## config.mk

```make
export PLATFORM = sky130hd
export DESIGN_NAME = pong_flow_fsm
export DESIGN_NICKNAME = d
export VERILOG_FILES = /design/src/rtl/pong_pkg.sv /design/src/rtl/pong_edge_detect.sv /design/src/rtl/pong_flow_fsm.sv
export SDC_FILE = /design/constraint.sdc
export NUM_CORES = 1
export LEC_CHECK = 0
export CAP_MARGIN = 20
export CORE_UTILIZATION = 39
export CTS_CLUSTER_SIZE = 12
export DETAILED_ROUTE_END_ITERATION = 10
export PLACE_DENSITY_LB_ADDON = 0.12
export SYNTH_ARGS = -nofsm -noshare
export SYNTH_HDL_FRONTEND = slang
export SYNTH_SLANG_ARGS = --single-unit
```

## constraint.sdc

```tcl
create_clock -name clock -period 4.4 [get_ports clock]
set_clock_uncertainty 0.05 [all_clocks]
set_input_delay 0.88 -clock clock [delete_from_list [all_inputs] [get_ports clock]]
set_output_delay 0.88 -clock clock [all_outputs]
set_load 0.01 [all_outputs]
```

## src/rtl/pong_pkg.sv

```systemverilog
// Shared encodings for the Pong game-flow controller: FSM states, pause-menu codes,
// winner codes and the state-to-enable decode used by the top level.
package pong_pkg;

  localparam int STATE_W = 3;

  localparam logic [STATE_W-1:0] ST_START = 3'd0;
  localparam logic [STATE_W-1:0] ST_SERVE = 3'd1;
  localparam logic [STATE_W-1:0] ST_PLAY  = 3'd2;
  localparam logic [STATE_W-1:0] ST_PAUSE = 3'd3;
  localparam logic [STATE_W-1:0] ST_OVER  = 3'd4;

  localparam int MENU_RESUME  = 0;
  localparam int MENU_RESTART = 1;
  localparam int MENU_QUIT    = 2;

  localparam logic [1:0] WIN_NONE = 2'b00;
  localparam logic [1:0] WIN_P1   = 2'b01;
  localparam logic [1:0] WIN_P2   = 2'b10;
  localparam logic [1:0] WIN_TIE  = 2'b11;

  typedef struct packed {
    logic start;
    logic serve;
    logic game;
    logic pause;
    logic over;
  } enables_t;

  // One-hot block enables for a given state; unknown encodings enable nothing.
  function automatic enables_t state_enables(input logic [STATE_W-1:0] st);
    enables_t en;
    en = '0;
    case (st)
      ST_START: en.start = 1'b1;
      ST_SERVE: en.serve = 1'b1;
      ST_PLAY:  en.game  = 1'b1;
      ST_PAUSE: en.pause = 1'b1;
      ST_OVER:  en.over  = 1'b1;
      default:  en = '0;
    endcase
    return en;
  endfunction

endpackage

```

## src/rtl/pong_edge_detect.sv

```systemverilog
// Rising-edge detector for the joystick button: one pulse per press, held levels ignored.
module pong_edge_detect (
  input  logic clock,
  input  logic reset,
  input  logic enter,
  output logic rise
);

  logic enter_q;

  always_ff @(posedge clock or negedge reset) begin
    if (!reset) begin
      enter_q <= 1'b0;
    end else begin
      enter_q <= enter;
    end
  end

  // Combinational so the FSM acts on the same edge that sees the rise.
  assign rise = enter & ~enter_q;

endmodule

```

## src/rtl/pong_flow_fsm.sv

```systemverilog
// Top-level Pong game-flow controller: START/SERVE/PLAY/PAUSE/GAME_OVER sequencing,
// score keeping, winner declaration, block enables and a one-cycle game reset.
module pong_flow_fsm
  import pong_pkg::*;
#(
  parameter int WIN_SCORE   = 7,
  parameter int SERVE_TICKS = 60,
  parameter int MENU_ITEMS  = 3,
  parameter int VAL_W       = 2
) (
  input  logic                             clock,
  input  logic                             reset,
  input  logic                             enter,
  input  logic [VAL_W-1:0]                 value,
  input  logic                             frame_tick,
  input  logic                             point_p1,
  input  logic                             point_p2,
  output logic                             enable_start,
  output logic                             enable_serve,
  output logic                             enable_game,
  output logic                             enable_pause,
  output logic                             enable_over,
  output logic                             game_rst,
  output logic [$clog2(WIN_SCORE+1)-1:0]   score_p1,
  output logic [$clog2(WIN_SCORE+1)-1:0]   score_p2,
  output logic [1:0]                       winner,
  output logic [$clog2(SERVE_TICKS+1)-1:0] serve_count,
  output logic [STATE_W-1:0]               state_dbg
);

  localparam int SCORE_W = $clog2(WIN_SCORE + 1);
  localparam int CNT_W   = $clog2(SERVE_TICKS + 1);

  localparam logic [SCORE_W-1:0] WIN_S      = SCORE_W'(WIN_SCORE);
  localparam logic [SCORE_W:0]   WIN_EXT    = (SCORE_W + 1)'(WIN_SCORE);
  localparam logic [CNT_W-1:0]   SERVE_LOAD = CNT_W'(SERVE_TICKS);
  localparam logic [CNT_W-1:0]   CNT_ONE    = CNT_W'(1);

  logic [STATE_W-1:0] state, state_n;
  logic               press;
  enables_t           en_n;

  // Next-state side effects, decoded once and consumed by the register blocks.
  logic rst_pulse;
  logic clear_scores;
  logic take_points;
  logic load_serve;
  logic dec_serve;
  logic zero_serve;

  logic [SCORE_W:0]   sum_p1, sum_p2;
  logic [SCORE_W-1:0] new_p1, new_p2;
  logic               p1_hit, p2_hit, any_point;
  logic [31:0]        menu_code;
  logic               menu_ok;
  logic [1:0]         winner_n;

  pong_edge_detect u_edge (
    .clock (clock),
    .reset (reset),
    .enter (enter),
    .rise  (press)
  );

  // Saturating score candidates for this cycle's points.
  always_comb begin
    sum_p1 = {1'b0, score_p1} + {{SCORE_W{1'b0}}, point_p1};
    sum_p2 = {1'b0, score_p2} + {{SCORE_W{1'b0}}, point_p2};
    new_p1 = (sum_p1 >= WIN_EXT) ? WIN_S : sum_p1[SCORE_W-1:0];
    new_p2 = (sum_p2 >= WIN_EXT) ? WIN_S : sum_p2[SCORE_W-1:0];
    p1_hit = (new_p1 == WIN_S);
    p2_hit = (new_p2 == WIN_S);
    any_point = point_p1 | point_p2;
    if (p1_hit && p2_hit) begin
      winner_n = WIN_TIE;
    end else if (p1_hit) begin
      winner_n = WIN_P1;
    end else if (p2_hit) begin
      winner_n = WIN_P2;
    end else begin
      winner_n = WIN_NONE;
    end
  end

  assign menu_code = 32'(value);
  assign menu_ok   = (menu_code < MENU_ITEMS);

  always_comb begin
    state_n      = state;
    rst_pulse    = 1'b0;
    clear_scores = 1'b0;
    take_points  = 1'b0;
    load_serve   = 1'b0;
    dec_serve    = 1'b0;
    zero_serve   = 1'b0;
    case (state)
      ST_START: begin
        if (press) begin
          state_n      = ST_SERVE;
          rst_pulse    = 1'b1;
          clear_scores = 1'b1;
          load_serve   = 1'b1;
        end
      end
      ST_SERVE: begin
        // A press freezes the countdown even if a frame tick lands on the same edge.
        if (press) begin
          state_n = ST_PAUSE;
        end else if (frame_tick) begin
          if (serve_count <= CNT_ONE) begin
            state_n    = ST_PLAY;
            zero_serve = 1'b1;
          end else begin
            dec_serve = 1'b1;
          end
        end
      end
      ST_PLAY: begin
        if (any_point) begin
          take_points = 1'b1;
          if (p1_hit || p2_hit) begin
            state_n = ST_OVER;
          end else begin
            state_n    = ST_SERVE;
            load_serve = 1'b1;
          end
        end else if (press) begin
          state_n = ST_PAUSE;
        end
      end
      ST_PAUSE: begin
        if (press && menu_ok) begin
          if (menu_code == MENU_RESUME) begin
            state_n    = ST_SERVE;
            load_serve = 1'b1;
          end else if (menu_code == MENU_RESTART) begin
            state_n      = ST_SERVE;
            rst_pulse    = 1'b1;
            clear_scores = 1'b1;
            load_serve   = 1'b1;
          end else if (menu_code == MENU_QUIT) begin
            state_n      = ST_START;
            clear_scores = 1'b1;
          end
        end
      end
      ST_OVER: begin
        if (press) begin
          state_n = ST_START;
        end
      end
      default: begin
        state_n      = ST_START;
        rst_pulse    = 1'b1;
        clear_scores = 1'b1;
        zero_serve   = 1'b1;
      end
    endcase
  end

  assign en_n = state_enables(state_n);

  always_ff @(posedge clock or negedge reset) begin
    if (!reset) begin
      state        <= ST_START;
      game_rst     <= 1'b0;
      enable_start <= 1'b1;
      enable_serve <= 1'b0;
      enable_game  <= 1'b0;
      enable_pause <= 1'b0;
      enable_over  <= 1'b0;
    end else begin
      state        <= state_n;
      game_rst     <= ~rst_pulse;
      enable_start <= en_n.start;
      enable_serve <= en_n.serve;
      enable_game  <= en_n.game;
      enable_pause <= en_n.pause;
      enable_over  <= en_n.over;
    end
  end

  always_ff @(posedge clock or negedge reset) begin
    if (!reset) begin
      score_p1 <= '0;
      score_p2 <= '0;
      winner   <= WIN_NONE;
    end else if (clear_scores) begin
      score_p1 <= '0;
      score_p2 <= '0;
      winner   <= WIN_NONE;
    end else if (take_points) begin
      score_p1 <= new_p1;
      score_p2 <= new_p2;
      winner   <= winner_n;
    end
  end

  always_ff @(posedge clock or negedge reset) begin
    if (!reset) begin
      serve_count <= '0;
    end else if (load_serve) begin
      serve_count <= SERVE_LOAD;
    end else if (zero_serve) begin
      serve_count <= '0;
    end else if (dec_serve) begin
      serve_count <= serve_count - CNT_ONE;
    end
  end

  assign state_dbg = state;

endmodule

```

==> flow_summary.yaml, run 1 <==
status:
  status: "complete, no violations"
grt:
  antenna_found_initial: 0
  grtUsageMet1_pct: 22.8
  grt.busiest_layer: "met2"
  grt_max_degree: 25
  first_global_vias: 1192
  grt_pass1_wl_mm: 5.24
  track_usage_pct: 18.8
  overflow: 0
  gr-usage-met2_pct: 32.5
  grt_util_met3_pct: 2.90
clock_network:
  cts_tree: "built"
  clk_latency_ns: 0.31
  ctsHoldBuffers: 0
  cts_resized: 0
  cts_buffers: 3
  post_cts_buffers: 0
  clockBufferDepth: 2
  cts.sink_count: 24
  cts_max_level: 1
  clkSlewWorstSetupHoldPaths_ns: 0.14
  cts_root_buffer: "clkbuf_4"
synth:
  synth_area_leader_cell: "dfrtp_1"
  synthMuxAreaShare_pct: 0
  synth_top_area_share_pct: 40.9
  netlist-cell-type-count: 40
  synthTopCellsByArea: "dfrtp_1, ha_1, nor2_1"
  synth_top_family_by_area: "simple AND/OR/NAND/NOR gates"
  synth_seq_area_share_pct: 42.8
  synth_area_mm2: 0.00141
  synth_compound_area_share_pct: 19.8
  synth_most_common_cell: "dfrtp_1"
  synthesis.nets: 162
  synth_area_per_cell_um2: 9.83
  synthArstFlopShare_pct: 100
  synthAdderAreaFrac_pct: 9.79
  synthCells: 143
  synth_edf_count: 0
  synth-simple-area-share_pct: 23.1
  yosys-top-cells-count: "dfrtp_1, nor2_1, ha_1"
  yosysWarnings: 0
  synthFlopType: "dfrtp_1"
  ys_seq_elements: 24
  synthXorXnorAreaFrac_pct: 1.25
detailed_routing:
  first_pass_iters: 4
  wl_per_cell_um: 14.2
  vias: 1205
  drc: 0
  drt_iter0_drc: 56
  vias_per_cell: 5.50
  final_antenna_net_count: 0
  drt-total-wl_mm: 3.12
setup_path:
  cp_common_cell: "ha_1"
  cp_num_buf_inv: 1
  critPathArrivalTime_ns: 2.95
  critPathKind: "in -> reg"
  end_kind: "flip-flop"
  start_kind: "input port"
  crit_family: "simple AND/OR/NAND/NOR gates"
  critical-path-slowest-cell: "clkdlybuf4s50_1"
  cp_slowest_stage_delay_ns: 0.45
  crit_path_cell_trace: "clkdlybuf4s50_1 > ha_1 > ha_1 > xor2_1 > a31oi_1 > nand3_1 > and2_1 > and3_1"
  cp_max_fo: 8
  cp.required_ns: 4.58
floorplan:
  dieArea_mm2: 0.00385
  start_util_pct: 41.5
  die_h_um: 62.1
  rows: 21
  die_w_um: 62.1
  io_pins: 31
  core_area_mm2: 0.00339
run:
  max_cap_viol_count: 0
cells_and_area:
  final_nets: 193
  drive_gt1_share_pct: 6.94
  syn_to_final_growth_pct: 29.8
  n_antenna_cell: 0
  instances_no_fill: 219
  fillCellCount: 317
  multi_input_area_um2: 759
  seq_area_um2: 602
placed_design:
  finalWeightedCongestion: 0.799
  dpl.hpwl_mm: 2.36
  placedCellCount: 214
  io_buffers: 30
timing:
  finalSetupViolations: 0
  slew_viol_final: 0
  maxSlewHeadroom_pct: 58.9
  hold_viol_final: 0
  tightest_slew_ns: 0.617
  fmax_ghz: 0.361
  period_share_pct: 63.0
  fin_crit_ns: 2.77
  tns_ns: 0
  grt_setup_unrepaired: "no"
power:
  power_density_mw_per_mm2: 503
  irDropWorstVdd_v: 0.000240
  power.leakage_nw: 0.780
min_path:
  hold_path_class: "reg -> reg"
## layout make-up
type | instances | area share, %
multi-input combinational | 107 | 41.6
clock inverter | 1 | 1.64
tap | 46 | 3.15
inverter | 7 | 1.44
timing repair buffer | 31 | 18.0
sequential | 24 | 33.0
clock buffer | 3 | 1.23
## through the flow
step                      instance area, um2  hold WS [ns]  setup WS, ns  power (mW)  util (%)
after floorplan                         1410         0.472          1.87       0.584         -
after global placement                  1750         0.427          1.38       0.754      51.5
after detailed placement                1750         0.435          1.27       0.762      51.5
after CTS                               1800         0.467          1.64       0.927      53.0
after global routing                    1830         0.479          1.44       0.995      53.9
final                                   1830         0.460          1.63       0.918      53.9
## report_power, final
group          internal, mW  switching, mW
logic                 0.207          0.200
clock network        0.0921         0.0685
registers             0.280         0.0699
total                 0.580          0.338
## layout by cell type, fill, tap and decap left out, types with 4 or more instances in the layout
| master | n |
|---|---|
| clkdlybuf4s50_1 | 30 |
| dfrtp_1 | 23 |
| nor2_1 | 16 |
| ha_1 | 11 |
| a21oi_1 | 8 |
| inv_1 | 6 |
| nand2b_1 | 6 |
| o21ai_1 | 6 |
| o2bb2ai_1 | 6 |
| nand3_1 | 5 |
| and3_1 | 4 |
| nand2_1 | 4 |
| nor3_1 | 4 |
## metal layers
metal	wire [um]	vias to the layer above	part of all wire, %
li1	-	586	-
met1	1370	583	44
met2	1590	32	51
met3	116	4	3.7
met4	38	0	1.2
met5	0	-	0
## sequential cells by signal (all words and copies together), names as in the netlist, 2 cells and up
name	flops
serve_count	6
score_p1	3
score_p2	3
state_dbg	3
winner	2
## path summary, 6_finish.rpt
| kind | startpoint | slack [ns] | to | depth (start not counted) |
|---|---|---|---|---|
| worst max-delay path | point_p1 | 1.63 | serve_count[0] | 8 |
| worst min-delay path | winner[1] | 0.46 | winner[1] | 1 |
| worst max register to register | serve_count[3] | 2.23 | enable_start | 5 |
| worst min register to register | winner[1] | 0.46 | winner[1] | 1 |
| max in group asynchronous | reset | 2.96 | enable_start | 2 |
| min in group asynchronous | reset | 0.82 | game_rst | 1 |
## cell families (layout without fill, tap and decap cells)
logic type / after synthesis / count (layout)
XOR/XNOR: 2 / 2
AND/OR/NAND/NOR: 57 / 57
adder cells (fa/ha/maj): 11 / 11
AO/OA/AOI/OAI: 37 / 37
flip-flops: 24 / 24
buffers and inverters: 12 / 42
No activity file was read; power rests on OpenSTA's default activity.
==> inputs of run 2 (changes only) <==
==> constraint.sdc (replaced) <==
create_clock -name clock -period 2.5 [get_ports clock]
set_clock_uncertainty 0.05 [all_clocks]
set_input_delay 0.5 -clock clock [delete_from_list [all_inputs] [get_ports clock]]
set_output_delay 0.5 -clock clock [all_outputs]
set_load 0.01 [all_outputs]
==> run 2 against run 1 <==
Final area up 3.8%; critical endpoint is now enable_serve; sequential cell count unchanged; worst setup slack worse by 1.4 ns; sequential share of layout area down 1.2 points; global-route usage about the same; utilization up 2.1 points; combinational power up 89%; power up 81%.
==> flow_summary.yaml, run 2 (synthesis results as in run 1) <==
setup_path:
  critPathKind: "in -> reg"
  ff2ff_setup_slack_ns: 0.33
  rr_worst_depth: 5
  start_kind: "input port"
  cp_max_fo: 3
  cp.required_ns: 2.69
  r2r_start: "serve_count[3]"
  critPathArrivalTime_ns: 2.42
  worst_r2r_endpoint: "enable_start"
  end_kind: "flip-flop"
grt:
  track_usage_pct: 18.8
  antenna_found_initial: 0
  grt_max_degree: 25
  first_global_vias: 1255
  grt_pass1_wl_mm: 5.29
  overflow: 0
timing:
  fmax_ghz: 0.448
  hold_viol_final: 0
  tightest_slew_ns: 0.451
  slew_viol_final: 0
  fin_crit_ns: 2.23
  tns_ns: 0
  maxSlewHeadroom_pct: 69.7
  period_share_pct: 89.2
  whs_ns: 0.459
  finalSetupViolations: 0
  grt_setup_unrepaired: "no"
clock_network:
  cts_resized: 0
  clockBufferDepth: 2
  cts_root_buffer: "clkbuf_4"
  post_cts_buffers: 0
  clk_latency_ns: 0.31
  cts.sink_count: 24
  ctsHoldBuffers: 0
  clkSlewWorstSetupHoldPaths_ns: 0.13
  cts_tree: "built"
  cts_max_level: 1
  cts_buffers: 3
cells_and_area:
  drive_gt1_share_pct: 13.0
  n_antenna_cell: 0
  regMostFlops: "serve_count"
  layout_common_cells: "clkdlybuf4s50_1, dfrtp_1, nor2_1"
  mostFrequentLayoutCell: "clkdlybuf4s50_1"
  syn_to_final_growth_pct: 34.8
  largest_reg_flops: 6
  stdcell_area_mm2: 0.00190
  final_nets: 205
  final_util_pct: 55.9
power:
  irDropWorstVdd_v: 0.000444
  total_power_mw: 1.66
  power_density_mw_per_mm2: 876
  power.leakage_nw: 0.830
detailed_routing:
  first_pass_iters: 4
  final_antenna_net_count: 0
  vias: 1251
  drc: 0
  drt_iter0_drc: 92
  drt-total-wl_mm: 3.16
  wl_per_cell_um: 13.7
  vias_per_cell: 5.42
floorplan:
  die_w_um: 62.1
  start_util_pct: 41.5
  dieArea_mm2: 0.00385
  die_h_um: 62.1
  io_pins: 31
  rows: 21
  core_area_mm2: 0.00339
min_path:
  hold_start: "winner[0]"
  min_delay_worst_endpoint: "winner[0]"
  hold_depth: 1
  hold_path_class: "reg -> reg"
placed_design:
  io_buffers: 30
  dpl.hpwl_mm: 2.44
  finalWeightedCongestion: 0.846
  postPlaceCellArea_mm2: 0.00184
status:
  status: "complete, no violations"
run:
  max_cap_viol_count: 0
==> run 2: cell types whose count changed in the layout (fill, tap and decap cells not counted), sizes merged <==
| cell | previous run | this run |
|---|---|---|
| buf | 1 | 13 |
==> run 2: worst max-delay path, cell delays in order <==
cell             delay [ns]
clkdlybuf4s50_1        0.45
ha_1                   0.23
ha_1                   0.29
and2_1                 0.18
a221oi_1               0.31
a221oi_1               0.15
nand2b_1               0.18
a21oi_1                0.13
==> run 2: how the worst max path moves through the flow <==
| stage | from | end | slack (ns) | cells after the start |
|---|---|---|---|---|
| final | point_p2 | enable_serve | 0.27 | 8 |
| after global routing | point_p2 | enable_serve | 0.15 | 8 |
| after CTS | point_p2 | enable_serve | 0.29 | 8 |
| after detailed placement | point_p1 | serve_count[0] | -0.03 | 8 |
| after global placement | point_p2 | enable_start | 0.02 | 8 |
| after floorplan | point_p1 | serve_count[0] | 0.35 | 8 |
==> run 2: report_power, final <==
part / switching, mW / leakage, nW / internal, mW
sequential: 0.118 / 0.298 / 0.493
combinational: 0.361 / 0.505 / 0.410
clock: 0.115 / 0.0279 / 0.162
total: 0.594 / 0.830 / 1.07
==> run 2: area by class of cell <==
cell class	instances	area, um2
Timing Repair Buffer	43	398
Inverter	7	26.3
Tap cell	46	57.6
Multi-Input combinational cell	107	759
Sequential cell	24	602
Clock buffer	3	22.5
Clock inverter	1	30.0
Fill cell	300	1490
==> run 2: metal layers <==
metal | vias to the layer above | wire (um) | global-route usage, %
met4 | 0 | 19 | 8.57
met2 | 26 | 1640 | 34.3
met5 | - | 0 | 0
li1 | 610 | - | -
met3 | 2 | 83 | 2.28
met1 | 613 | 1420 | 21.7
==> run 2: metrics by stage <==
| stage | setup slack, ns | cells |
|---|---|---|
| 3_5_place_dp | -0.0310 | 227 |
| 6_report | 0.269 | 231 |
| 3_3_place_gp | 0.0184 | 227 |
| 2_1_floorplan | 0.350 | 143 |
| 5_1_grt | 0.155 | 231 |
| 4_1_cts | 0.294 | 231 |
